`src/rtl/mux_stream_arb_pkg.sv`:
```
// rtl/mux_stream_arb_pkg.sv - shared constants for the streaming channel arbiter
package mux_pkg;

    localparam logic MODE_RR  = 1'b0;
    localparam logic MODE_SEL = 1'b1;

    localparam int DEF_WIDTH  = 4;
    localparam int DEF_NUM_IN = 4;

endpackage

```
`src/rtl/mux_stream_arb_if.sv`:
```
// rtl/mux_stream_arb_if.sv - producer/consumer handshake bundle for mux_stream_arb
interface mux_stream_arb_if #(
    parameter int WIDTH  = mux_pkg::DEF_WIDTH,
    parameter int NUM_IN = mux_pkg::DEF_NUM_IN,
    parameter int SEL_W  = $clog2(NUM_IN)
);

    logic [NUM_IN*WIDTH-1:0] in_data;
    logic [NUM_IN-1:0]       in_valid;
    logic [NUM_IN-1:0]       in_ready;
    logic                    mode;
    logic [SEL_W-1:0]        select;
    logic [WIDTH-1:0]        out_data;
    logic [SEL_W-1:0]        out_chan;
    logic                    out_valid;
    logic                    out_ready;

    // Master is the environment (producers + consumer), slave is the arbiter.
    modport master (
        output in_data, in_valid, mode, select, out_ready,
        input  in_ready, out_data, out_chan, out_valid
    );

    modport slave (
        input  in_data, in_valid, mode, select, out_ready,
        output in_ready, out_data, out_chan, out_valid
    );

endinterface

```
`src/rtl/mux_stream_arb_rr_arbiter.sv`:
```
// rtl/mux_stream_arb_rr_arbiter.sv - combinational round-robin grant starting after last
module rr_arbiter #(
    parameter int NUM_IN = mux_pkg::DEF_NUM_IN,
    parameter int SEL_W  = $clog2(NUM_IN)
) (
    input  logic [NUM_IN-1:0] req,
    input  logic [SEL_W-1:0]  last,
    output logic [NUM_IN-1:0] grant,
    output logic [SEL_W-1:0]  grant_idx,
    output logic              any_grant
);

    logic [SEL_W-1:0] cand;

    // Visit (last+1)..(last+NUM_IN) modulo NUM_IN; the first requester wins.
    always_comb begin
        grant     = '0;
        grant_idx = '0;
        any_grant = 1'b0;
        cand      = '0;
        for (int off = 1; off <= NUM_IN; off++) begin
            cand = SEL_W'((int'(last) + off) % NUM_IN);
            if (!any_grant && req[cand]) begin
                grant[cand] = 1'b1;
                grant_idx   = cand;
                any_grant   = 1'b1;
            end
        end
    end

endmodule

```
`src/rtl/mux_stream_arb.sv`:
```
// rtl/mux_stream_arb.sv - NUM_IN:1 stream mux, round-robin or manual select, registered output
module mux_stream_arb
    import mux_pkg::*;
#(
    parameter int WIDTH  = DEF_WIDTH,
    parameter int NUM_IN = DEF_NUM_IN,
    parameter int SEL_W  = $clog2(NUM_IN)
) (
    input logic              clk,
    input logic              rst,
    mux_stream_arb_if.slave  bus
);

    logic [NUM_IN-1:0] rr_grant;
    logic [SEL_W-1:0]  rr_idx;
    logic              rr_any;

    logic [NUM_IN-1:0] sel_grant;
    logic              sel_any;

    logic [NUM_IN-1:0] grant;
    logic [SEL_W-1:0]  grant_idx;
    logic              any_grant;
    logic [WIDTH-1:0]  grant_data;

    logic              load;
    logic              xfer;

    logic [SEL_W-1:0]  last_q;
    logic [WIDTH-1:0]  data_q;
    logic [SEL_W-1:0]  chan_q;
    logic              valid_q;

    rr_arbiter #(
        .NUM_IN (NUM_IN),
        .SEL_W  (SEL_W)
    ) u_rr (
        .req       (bus.in_valid),
        .last      (last_q),
        .grant     (rr_grant),
        .grant_idx (rr_idx),
        .any_grant (rr_any)
    );

    // An out-of-range select matches no channel, so it simply never grants.
    always_comb begin
        sel_grant = '0;
        for (int i = 0; i < NUM_IN; i++) begin
            sel_grant[i] = bus.in_valid[i] && (bus.select == SEL_W'(i));
        end
        sel_any = |sel_grant;
    end

    always_comb begin
        if (bus.mode == MODE_SEL) begin
            grant     = sel_grant;
            grant_idx = bus.select;
            any_grant = sel_any;
        end else begin
            grant     = rr_grant;
            grant_idx = rr_idx;
            any_grant = rr_any;
        end
    end

    // Grant is one-hot, so an OR of masked lanes selects the winning word.
    always_comb begin
        grant_data = '0;
        for (int i = 0; i < NUM_IN; i++) begin
            if (grant[i]) begin
                grant_data = grant_data | bus.in_data[i*WIDTH +: WIDTH];
            end
        end
    end

    assign load         = ~valid_q | bus.out_ready;
    assign bus.in_ready = grant & {NUM_IN{load & ~rst}};
    assign xfer         = any_grant & load & ~rst;

    always_ff @(posedge clk) begin
        if (rst) begin
            valid_q <= 1'b0;
            data_q  <= '0;
            chan_q  <= '0;
            last_q  <= SEL_W'(NUM_IN - 1);
        end else if (load) begin
            if (xfer) begin
                valid_q <= 1'b1;
                data_q  <= grant_data;
                chan_q  <= grant_idx;
                last_q  <= grant_idx;
            end else begin
                valid_q <= 1'b0;
            end
        end
    end

    assign bus.out_data  = data_q;
    assign bus.out_chan  = chan_q;
    assign bus.out_valid = valid_q;

endmodule

```
`src/flat_wrapper.sv`:
```
// flat-port wrapper written by rule: the top's interface ports become plain ports
module mux_stream_arb_flat import mux_pkg::*;
#(
    parameter int WIDTH  = DEF_WIDTH,
    parameter int NUM_IN = DEF_NUM_IN,
    parameter int SEL_W  = $clog2(NUM_IN)
)
  (clk, rst, bus_in_data, bus_in_valid, bus_mode, bus_select, bus_out_ready, bus_in_ready, bus_out_data, bus_out_chan, bus_out_valid);
  mux_stream_arb_if #(.WIDTH(WIDTH), .NUM_IN(NUM_IN), .SEL_W(SEL_W)) bus_i ();
  input logic clk;
  input logic rst;
  input wire logic [$bits(bus_i.in_data)-1:0] bus_in_data;
  input wire logic [$bits(bus_i.in_valid)-1:0] bus_in_valid;
  input wire logic [$bits(bus_i.mode)-1:0] bus_mode;
  input wire logic [$bits(bus_i.select)-1:0] bus_select;
  input wire logic [$bits(bus_i.out_ready)-1:0] bus_out_ready;
  output wire logic [$bits(bus_i.in_ready)-1:0] bus_in_ready;
  output wire logic [$bits(bus_i.out_data)-1:0] bus_out_data;
  output wire logic [$bits(bus_i.out_chan)-1:0] bus_out_chan;
  output wire logic [$bits(bus_i.out_valid)-1:0] bus_out_valid;
  assign bus_i.in_data = bus_in_data;
  assign bus_i.in_valid = bus_in_valid;
  assign bus_i.mode = bus_mode;
  assign bus_i.select = bus_select;
  assign bus_i.out_ready = bus_out_ready;
  assign bus_in_ready = bus_i.in_ready;
  assign bus_out_data = bus_i.out_data;
  assign bus_out_chan = bus_i.out_chan;
  assign bus_out_valid = bus_i.out_valid;
  mux_stream_arb #(.WIDTH(WIDTH), .NUM_IN(NUM_IN), .SEL_W(SEL_W)) u_core (.clk(clk), .rst(rst), .bus(bus_i));
endmodule
```
`config.mk`:
```
export PLATFORM = sky130hd
export DESIGN_NAME = mux_stream_arb_flat
export DESIGN_NICKNAME = d
export VERILOG_FILES = /design/src/rtl/mux_stream_arb_pkg.sv /design/src/rtl/mux_stream_arb_if.sv /design/src/rtl/mux_stream_arb_rr_arbiter.sv /design/src/rtl/mux_stream_arb.sv /design/src/flat_wrapper.sv
export SDC_FILE = /design/constraint.sdc
export NUM_CORES = 1
export LEC_CHECK = 0
export BUFFER_PORTS_ARGS = -buffer_cell sky130_fd_sc_hd__buf_4
export CAP_MARGIN = 20
export CORE_MARGIN = 5
export CORE_UTILIZATION = 54
export DETAILED_ROUTE_END_ITERATION = 12
export GPL_TIMING_DRIVEN = 0
export PLACE_DENSITY = 0.84
export SYNTH_ARGS = -nofsm -noshare
export SYNTH_HDL_FRONTEND = slang
export SYNTH_SLANG_ARGS = --single-unit
```
`constraint.sdc`:
```
create_clock -name clk -period 5.5 [get_ports clk]
set_input_delay 0.275 -clock clk [delete_from_list [all_inputs] [get_ports clk]]
set_output_delay 0.275 -clock clk [all_outputs]
set_load 0.02 [all_outputs]
```
==> flow_metrics.py, run 1 <==
metrics = {
    "routing": {
        "drt_pass1_iterations": 4,
        "vias": 1339,
        "drc": 0,
        "routedWlPerCell_um": 16.6,
        "via_per_inst": 6.26,
        "drt_iter0_drc": 54,
        "ant_nets": 0,
        "routed_wl_um": 3560,
    },
    "clocking": {
        "cts_resized": 0,
        "clock_latency_ns": 0.27,
        "cts_buffer_depth": 2,
        "cts_tree": "built",
        "htree_levels": 1,
        "cts_hold_buf": 0,
        "clkTransAtPathRegs_ns": 0.07,
        "clock-root-buffer": "clkbuf_4",
        "cts_buffers": 3,
        "post_cts_buffers": 0,
        "cts.sinks": 9,
    },
    "synthesis": {
        "synth-main-ff-cell": "dfxtp_1",
        "synth_top_area_share_pct": 14.8,
        "synth_area_leaders": "dfxtp_1 (15%), ha_1 (8.2%), mux4_2 (7.4%)",
        "synth_seq_cells": 9,
        "postSynthCellCount": 147,
        "synth_nets": 181,
        "synth.distinct_cells": 46,
        "yosysTopAreaCell": "dfxtp_1",
        "synthArstFlopShare_pct": 0,
        "synthTopCellsByCount": "nand2_1 (14), nor2_1 (13), dfxtp_1 (9), ha_1 (8)",
        "syn_area_per_cell_sq_um": 8.28,
        "synth_edf_count": 0,
        "netlist_area_sq_mm": 0.00122,
        "seq_area_frac_synth_pct": 14.8,
        "yosys_warnings": 0,
        "synth.most_common_cell": "nand2_1",
    },
    "pwr": {
        "comb_power_share_pct": 55.0,
        "power_w": 0.000290,
        "p_sw_w": 0.000118,
        "p_leak_nw": 0.666,
        "switching_share_pct": 40.7,
        "power.density_mw_per_mm2": 188,
        "p_clk_share_pct": 18.5,
        "ir_worst_vdd_mv": 0.148,
        "p_int_w": 0.000172,
        "p_seq_share_pct": 26.5,
    },
    "setup_path": {
        "cp.required_ns": 5.22,
        "start_kind": "register",
        "end_kind": "output pin",
        "cp.arrival_ns": 3.16,
        "critPathMaxFanout": 10,
        "setup.worst_path.class": "reg2out",
    },
    "finish": {
        "layout.nets": 221,
        "syn_to_final_growth_pct": 26.6,
        "final_layout_size_suffix_gt1_share_pct": 33.3,
        "design_area_sq_mm": 0.00154,
        "multi_input_area_sq_um": 960,
        "register_area_sq_um": 180,
        "finalNonFillerCells": 214,
        "n_antenna_cell": 0,
        "nFillCells": 188,
    },
    "global_routing": {
        "grt_pass1_wl_um": 5890,
        "antenna_found_initial": 0,
        "grtUsageTotal_pct": 22.2,
        "grt-ovfl-total": 0,
        "grt_start_max_net_pins": 11,
        "grt_pass1_vias": 1350,
    },
    "timing": {
        "slew_headroom_pct": 51.3,
        "hold_viol_final": 0,
        "finalCriticalPeriod_ns": 3.44,
        "grt_setup_unrepaired": "no",
        "tightestPinTransition_ns": 0.727,
        "setup_violations": 0,
        "hold-worst-slack_ns": 0.293,
        "finClkSkew_ns": 0.0129,
        "timing.fmax_mhz": 291,
        "setup_tns_ns": 0,
        "slew_violations": 0,
        "fin_crit_sh_pct": 62.5,
    },
    "floorplan": {
        "start_util_pct": 55.6,
        "die_y_um": 57.5,
        "dieArea_sq_mm": 0.00330,
        "rows": 17,
        "die_w_um": 57.5,
        "pin_count": 37,
        "core_sq_mm": 0.00219,
    },
    "flow_run": {
        "max_cap_violations": 0,
    },
    "placed_design": {
        "dp_cells": 210,
        "dp_hpwl_um": 2840,
        "port_buffers": 35,
        "place_area_sq_mm": 0.00152,
        "gp_congestion": 0.915,
    },
    "status": {
        "status": "complete, no violations",
    },
    "worst_hold_path": {
        "hold_path_class": "in2reg",
    },
}
==> kinds of logic after synthesis <==
group	after synthesis	synth area share, %
DFF	9	14.8
AOI/OAI and AO/OA	42	28.8
buffers and inverters	15	6.37
muxes	11	13.3
adders and majority gates	8	8.22
and+or+nand+nor	62	28.6
==> critical path, stage by stage (launching register included) <==
cell and delay (ns):
dfxtp_1 0.43, buf_6 0.18, inv_1 0.18, ha_1 0.41, mux4_2 0.61, a2111oi_0 0.43
o211ai_1 0.29, nor2b_1 0.21, buf_4 0.16
==> layout make-up <==
type / instances / share of cell area (%)
multi-input combinational: 123 / 62.3
timing repair buffer: 35 / 17.0
sequential: 9 / 11.7
buffer: 10 / 3.81
tap: 28 / 2.27
clock buffer: 4 / 1.70
inverter: 5 / 1.22
==> power groups by stage <==
stage,Clock [W],Sequential [W],Combinational [W]
after global placement,0,0.0000779,0.000154
after global routing,0.0000595,0.0000780,0.000172
after CTS,0.0000556,0.0000771,0.000158
after detailed placement,0,0.0000785,0.000157
after floorplan,0,0.0000840,0.000101
final,0.0000536,0.0000769,0.000160
==> layout by cell type, fill, tap and decap left out, types with 2 or more instances in the layout <==
cell type / n
a211o_1: 2
a211oi_1: 6
a21oi_1: 3
a221oi_1: 5
a32oi_1: 4
buf_2: 5
buf_4: 35
buf_6: 2
clkbuf_1: 3
clkbuf_4: 3
dfxtp_1: 9
ha_1: 8
inv_1: 5
mux2i_1: 6
mux4_2: 4
nand2_1: 14
nand2b_1: 6
nand3_1: 4
nand3b_1: 2
nor2_1: 13
nor2b_1: 6
nor3_1: 2
nor3_2: 3
o21ai_0: 4
o21bai_1: 3
o22ai_1: 3
o311a_1: 2
or3_1: 2
or3b_2: 3
==> routing by layer <==
| layer | vias up | track usage, % | routed length, um |
|---|---|---|---|
| met5 | - | 0 | 0 |
| met4 | 0 | 7.95 | 45 |
| met3 | 8 | 3.85 | 237 |
| met2 | 54 | 36.3 | 1670 |
| met1 | 636 | 29.1 | 1600 |
| li1 | 641 | - | - |
==> sequential cells by signal, indices dropped and copies added, names as in the netlist <==
register	cells
u_core.bus.out_valid	1
u_core.bus.out_chan	2
u_core.bus.out_data	4
u_core.last_q	2
==> per-stage QoR <==
stage / setup slack (ns) / utilization, %
after floorplan: 2.76 / -
after global placement: 2.35 / 69.2
after detailed placement: 2.37 / 69.2
after CTS: 2.06 / 70.4
after global routing: 1.84 / 70.4
final: 2.06 / 70.4
==> final timing paths <==
kind	startpoint	to	slack [ns]	cells after the start
worst min-delay path	bus_out_ready	u_core.bus.out_valid$_SDFFE_PP0N_	0.29	3
worst max register to register	u_core.last_q[0]$_SDFFE_PP1P_	u_core.bus.out_data[3]$_SDFFE_PP0P_	2.33	8
worst min register to register	u_core.bus.out_data[2]$_SDFFE_PP0P_	u_core.bus.out_data[2]$_SDFFE_PP0P_	0.51	2
worst max-delay path	u_core.last_q[0]$_SDFFE_PP1P_	bus_in_ready[0]	2.06	8
(Power assumes the default switching activity.)
==> run 2, diff against run 1 <==
--- a/config.mk
+++ b/config.mk
@@ -8,10 +8,10 @@
 export BUFFER_PORTS_ARGS = -buffer_cell sky130_fd_sc_hd__buf_4
 export CAP_MARGIN = 20
 export CORE_MARGIN = 5
-export CORE_UTILIZATION = 54
+export CORE_UTILIZATION = 51
 export DETAILED_ROUTE_END_ITERATION = 12
 export GPL_TIMING_DRIVEN = 0
-export PLACE_DENSITY = 0.84
+export PLACE_DENSITY = 0.8
 export SYNTH_ARGS = -nofsm -noshare
 export SYNTH_HDL_FRONTEND = slang
 export SYNTH_SLANG_ARGS = --single-unit
==> constraint.sdc (replaced) <==
create_clock -name clk -period 3.5 [get_ports clk]
set_input_delay 0.175 -clock clk [delete_from_list [all_inputs] [get_ports clk]]
set_output_delay 0.175 -clock clk [all_outputs]
set_load 0.02 [all_outputs]
==> run 2 against run 1 <==
Global-route usage shrank 1.1 points. Clock power grew 65%. Final cell count is the same. Via count grew 1.0%. Clock skew shrank 0.0059 ns. Combinational power grew 60%. Sequential share of layout area shrank 0.057 points. First-iteration DRC count grew 19%. Critical path depth grew 2.
==> flow_metrics.py, run 2 (synthesis results as in run 1) <==
metrics = {
    "finish": {
        "syn_to_final_growth_pct": 27.2,
        "largest_reg_flops": 4,
        "layout.nets": 221,
        "final_common_cell": "buf_4",
        "final_layout_size_suffix_gt1_share_pct": 34.4,
        "n_antenna_cell": 0,
        "nFillCells": 191,
        "register_area_sq_um": 180,
        "multi_input_area_sq_um": 966,
        "layout_common_cells": "buf_4 (35), nand2_1 (14), nor2_1 (13)",
    },
    "clocking": {
        "post_cts_buffers": 0,
        "htree_levels": 1,
        "clkTransAtPathRegs_ns": 0.07,
        "cts_buffer_depth": 2,
        "clock-root-buffer": "clkbuf_4",
        "cts_resized": 0,
        "cts.sinks": 9,
        "clock_latency_ns": 0.28,
        "cts_hold_buf": 0,
        "cts_buffers": 3,
        "cts_tree": "built",
    },
    "setup_path": {
        "critPathCapture": "bus_in_ready[2]",
        "regToRegSetupSlack_ns": 0.46,
        "startpoint": "u_core.last_q[0]$_SDFFE_PP1P_",
        "cp.arrival_ns": 3.11,
        "rr_startpoint": "u_core.last_q[0]$_SDFFE_PP1P_",
        "critPathBufInv": 3,
        "slowest_stage": "mux4_2",
        "r2r_end": "u_core.bus.out_data[2]$_SDFFE_PP0P_",
        "critPathMaxFanout": 10,
        "setup.worst_path.class": "reg2out",
        "max_stage_delay_ns": 0.62,
        "cp.depth": 10,
        "end_kind": "output pin",
        "cpLargestDelayFamily": "multiplexers",
        "path_cells": "buf_6 > inv_1 > ha_1 > mux4_2 > nor3b_2 > a21o_1 > a211o_1 > nand2_1 > nor2_1 > buf_4",
        "cp.required_ns": 3.32,
        "worst_r2r_path_depth": 10,
        "start_kind": "register",
    },
    "routing": {
        "drt_iter0_drc": 64,
        "via_per_inst": 6.32,
        "routed_wl_um": 3640,
        "route.met3.wl_um": 349,
        "drc": 0,
        "routedWlPerCell_um": 17.0,
        "m1WireLength_um": 1410,
        "ant_nets": 0,
        "wl_met2_um": 1800,
        "vias": 1353,
        "drt_pass1_iterations": 4,
        "top_layer_used": "met4",
    },
    "floorplan": {
        "pin_count": 37,
        "die_w_um": 58.9,
        "dieArea_sq_mm": 0.00346,
        "core_sq_mm": 0.00225,
        "rows": 17,
        "start_util_pct": 54.0,
        "die_y_um": 58.9,
    },
    "pwr": {
        "power.density_mw_per_mm2": 300,
        "p_leak_nw": 0.670,
        "ir_worst_vdd_mv": 0.232,
    },
    "placed_design": {
        "dp_hpwl_um": 2810,
        "port_buffers": 35,
        "gp_congestion": 0.895,
    },
    "timing": {
        "fin_crit_sh_pct": 93.9,
        "grt_setup_unrepaired": "no",
        "tightestPinTransition_ns": 0.743,
        "setup_violations": 0,
        "hold-worst-slack_ns": 0.188,
        "finClkSkew_ns": 0.00698,
        "setup_tns_ns": 0,
        "slew_violations": 0,
        "slew_headroom_pct": 50.2,
        "timing.fmax_mhz": 304,
        "finalCriticalPeriod_ns": 3.29,
        "hold_viol_final": 0,
    },
    "global_routing": {
        "grtUsageTotal_pct": 21.1,
        "grt_start_max_net_pins": 11,
        "antenna_found_initial": 0,
        "grt-ovfl-total": 0,
        "grt_pass1_wl_um": 5610,
        "grt_pass1_vias": 1187,
    },
    "status": {
        "status": "complete, no violations",
    },
    "worst_hold_path": {
        "hold_path_class": "in2reg",
    },
    "flow_run": {
        "max_cap_violations": 0,
    },
}
[run 2: changes by cell type in the layout (fill, tap and decap cells not counted)]
cell,delta
a2111oi_0,-1
a2111oi_2,+1
clkinv_2,+1
clkbuf_1,-1
[run 2: per-layer routing]
layer  vias to the layer above  global-route usage (%)
li1                        636                       -
met1                       649                    27.8
met2                        60                    33.4
met3                         8                    5.48
met4                         0                    6.47
met5                         -                       0
[run 2: stage by stage]
stage	area, sq um	utilization (%)	total power [W]	instances	setup WS, ns
final	1550	68.7	0.000464	214	0.213
after global placement	1520	67.2	0.000363	210	0.372
after floorplan	1220	-	0.000290	147	0.864
after detailed placement	1520	67.2	0.000371	210	0.316
after global routing	1550	68.7	0.000494	214	0.00662
after CTS	1540	68.4	0.000458	214	0.0636
[run 2: worst reg2reg max path, cell delays in order (launching register included)]
cell	delay, ns
dfxtp_1	0.42
buf_6	0.17
inv_1	0.16
ha_1	0.39
buf_2	0.26
mux2i_1	0.23
o22ai_1	0.12
a2111oi_2	0.43
o211ai_1	0.26
a221oi_1	0.35
a211oi_1	0.12
[run 2: final cells by class]
type / count / area share (%)
plain buffers: 10 / 3.80
well taps: 28 / 2.26
inverters: 5 / 1.21
clock buffers: 3 / 1.45
flip-flops and latches: 9 / 11.6
repair buffers: 35 / 17.0
multi-input cells: 123 / 62.4
clock inverters: 1 / 0.323
[run 2: worst min-delay path by stage]
stage,endpoint,start,cells after the start,slack (ns)
6_report,u_core.bus.out_valid$_SDFFE_PP0N_,bus_out_ready,3,0.19
5_1_grt,u_core.bus.out_valid$_SDFFE_PP0N_,bus_out_ready,3,0.18
4_1_cts,u_core.bus.out_valid$_SDFFE_PP0N_,bus_out_ready,3,0.19
3_5_place_dp,u_core.bus.out_valid$_SDFFE_PP0N_,bus_out_ready,3,0.48
3_3_place_gp,u_core.bus.out_valid$_SDFFE_PP0N_,bus_out_ready,3,0.47
2_1_floorplan,u_core.bus.out_valid$_SDFFE_PP0N_,bus_out_ready,2,0.38
[run 2: power by group]
group | total, W | switching, W | internal, W
logic | 0.000256 | 0.000141 | 0.000115
clock network | 0.0000882 | 0.0000458 | 0.0000425
registers | 0.000120 | 0.00000731 | 0.000113
total | 0.000464 | 0.000194 | 0.000270
==> run 3, diff against run 2 <==
--- a/config.mk
+++ b/config.mk
@@ -7,8 +7,10 @@
 export LEC_CHECK = 0
 export BUFFER_PORTS_ARGS = -buffer_cell sky130_fd_sc_hd__buf_4
 export CAP_MARGIN = 20
+export CELL_PAD_IN_SITES_DETAIL_PLACEMENT = 1
+export CELL_PAD_IN_SITES_GLOBAL_PLACEMENT = 2
 export CORE_MARGIN = 5
-export CORE_UTILIZATION = 51
+export CORE_UTILIZATION = 29
 export DETAILED_ROUTE_END_ITERATION = 12
 export GPL_TIMING_DRIVEN = 0
 export PLACE_DENSITY = 0.8
==> run 3 against run 2 <==
Clock-buffer cell count is the same. Sequential power about the same. Hold slack improved by 0.035 ns. First-iteration DRC count increased by 17%. Clock skew rose by 0.0012 ns. Die area up 61%. Utilization down 29 points. Critical endpoint is now bus_in_ready[0]. Largest cell class unchanged.
==> flow_metrics.py, run 3 (synthesis results as in run 1) <==
metrics = {
    "timing": {
        "setup_violations": 0,
        "hold_viol_final": 0,
        "grt_setup_unrepaired": "no",
        "finalCriticalPeriod_ns": 3.34,
        "setup_tns_ns": 0,
        "tightestPinTransition_ns": 0.799,
        "hold-worst-slack_ns": 0.223,
        "timing.fmax_mhz": 299,
        "fin_crit_sh_pct": 95.4,
        "final.setup.worst_slack_ns": 0.160,
        "slew_violations": 0,
        "finClkSkew_ns": 0.00818,
        "slew_headroom_pct": 46.5,
    },
    "floorplan": {
        "core_sq_mm": 0.00403,
        "rows": 23,
        "start_util_pct": 30.2,
        "dieArea_sq_mm": 0.00559,
        "pin_count": 37,
        "die_w_um": 74.8,
        "die_y_um": 74.8,
    },
    "global_routing": {
        "grtUsageTotal_pct": 16.2,
        "grt-ovfl-total": 0,
        "grt_pass1_wl_um": 7030,
        "antenna_found_initial": 0,
        "grt_pass1_vias": 1435,
        "grt_start_max_net_pins": 11,
    },
    "pwr": {
        "p_leak_nw": 0.677,
        "ir_worst_vdd_mv": 0.263,
        "power.density_mw_per_mm2": 321,
    },
    "routing": {
        "m1WireLength_um": 1920,
        "drt_iter0_drc": 75,
        "via_per_inst": 5.50,
        "drt_pass1_iterations": 4,
        "routed_wl_um": 4280,
        "route.met3.wl_um": 173,
        "top_layer_used": "met4",
        "vias": 1298,
        "ant_nets": 0,
        "drc": 0,
        "routedWlPerCell_um": 18.1,
        "wl_met2_um": 2160,
    },
    "worst_hold_path": {
        "holdPathStages": 3,
        "hold_path_class": "in2reg",
        "min-delay-start": "bus_out_ready",
        "min_to": "u_core.bus.out_valid$_SDFFE_PP0N_",
    },
    "clocking": {
        "cts_tree": "built",
        "clkTransAtPathRegs_ns": 0.06,
        "cts_buffers": 3,
        "cts.sinks": 9,
        "cts_buffer_depth": 2,
        "htree_levels": 1,
        "post_cts_buffers": 0,
        "clock_latency_ns": 0.24,
        "cts_hold_buf": 0,
        "clock-root-buffer": "clkbuf_8",
        "cts_resized": 0,
    },
    "setup_path": {
        "max_stage_delay_ns": 0.51,
        "worst_r2r_path_depth": 10,
        "start_kind": "register",
        "setup.worst_path.class": "reg2out",
        "r2r_end": "u_core.bus.out_data[3]$_SDFFE_PP0P_",
        "cp.required_ns": 3.32,
        "rr_startpoint": "u_core.last_q[0]$_SDFFE_PP1P_",
        "critPathMaxFanout": 10,
        "cp.arrival_ns": 3.16,
        "slowest_stage": "a2111oi_1",
        "startpoint": "u_core.last_q[0]$_SDFFE_PP1P_",
        "path_cells": "buf_6 > inv_1 > ha_1 > buf_2 > mux2i_1 > o22ai_1 > a2111oi_1 > o211ai_1 > nor2b_1 > buf_4",
        "end_kind": "output pin",
        "regToRegSetupSlack_ns": 0.31,
    },
    "status": {
        "status": "complete, no violations",
    },
    "finish": {
        "n_antenna_cell": 0,
        "largest_reg_flops": 4,
        "register_area_sq_um": 180,
        "nFillCells": 498,
        "layout_common_cells": "buf_4 (35), nand2_1 (14), nor2_1 (13)",
        "final_common_cell": "buf_4",
        "final_layout_size_suffix_gt1_share_pct": 33.9,
        "multi_input_area_sq_um": 961,
        "syn_to_final_growth_pct": 30.6,
        "layout.nets": 221,
    },
    "placed_design": {
        "dp_hpwl_um": 3460,
        "gp_congestion": 0.757,
        "place_worst_setup_slack_ns": 0.196,
        "port_buffers": 35,
    },
    "flow_run": {
        "max_cap_violations": 0,
    },
}
-- run 3: cell count changes in the layout (fill, tap and decap cells not counted) --
| cell | before | now |
|---|---|---|
| a2111oi_2 | 1 | 0 |
| clkbuf_8 | 0 | 3 |
| clkbuf_4 | 3 | 0 |
| a2111oi_1 | 0 | 1 |
-- run 3: final cells by class --
type,instances,area share [%]
buffer,10,3.70
clock buffer,3,2.60
clock inverter,1,0.315
inverter,5,1.18
multi-input combinational,123,60.4
sequential,9,11.3
tap,50,3.93
timing repair buffer,35,16.5
-- run 3: metrics by stage --
step | cell area [sq um] | util [%] | power, W | cells
after floorplan | 1220 | - | 0.000290 | 147
after global placement | 1540 | 38.3 | 0.000370 | 232
after detailed placement | 1540 | 38.3 | 0.000379 | 232
after CTS | 1590 | 39.4 | 0.000512 | 236
after global routing | 1590 | 39.5 | 0.000543 | 236
final | 1590 | 39.5 | 0.000510 | 236
-- run 3: routing by layer --
layer | vias up | track usage (%)
met3 | 2 | 2.67
li1 | 639 | -
met2 | 24 | 27.0
met5 | - | 0
met4 | 0 | 3.75
met1 | 633 | 21.7
-- run 3: how the worst max path moves through the flow --
stage,slack [ns],to
floorplan,0.86,bus_in_ready[2]
global placement,0.29,u_core.bus.out_data[3]$_SDFFE_PP0P_
detailed placement,0.20,u_core.bus.out_data[3]$_SDFFE_PP0P_
CTS,0.0009,bus_in_ready[0]
global route,0.02,bus_in_ready[0]
finish,0.16,bus_in_ready[0]
-- run 3: critical path, delay by kind of cell (launching register included) --
kind,cells,cell delay [ns]
mux,1,0.22
simple gates,1,0.20
buf+inv,4,0.77
fa+ha+maj,1,0.40
compound gates,3,0.90
flops,1,0.43
-- run 3: report_power, final --
group | switching (W) | internal, W
registers | 0.00000801 | 0.000113
logic | 0.000144 | 0.000114
clock network | 0.0000529 | 0.0000784
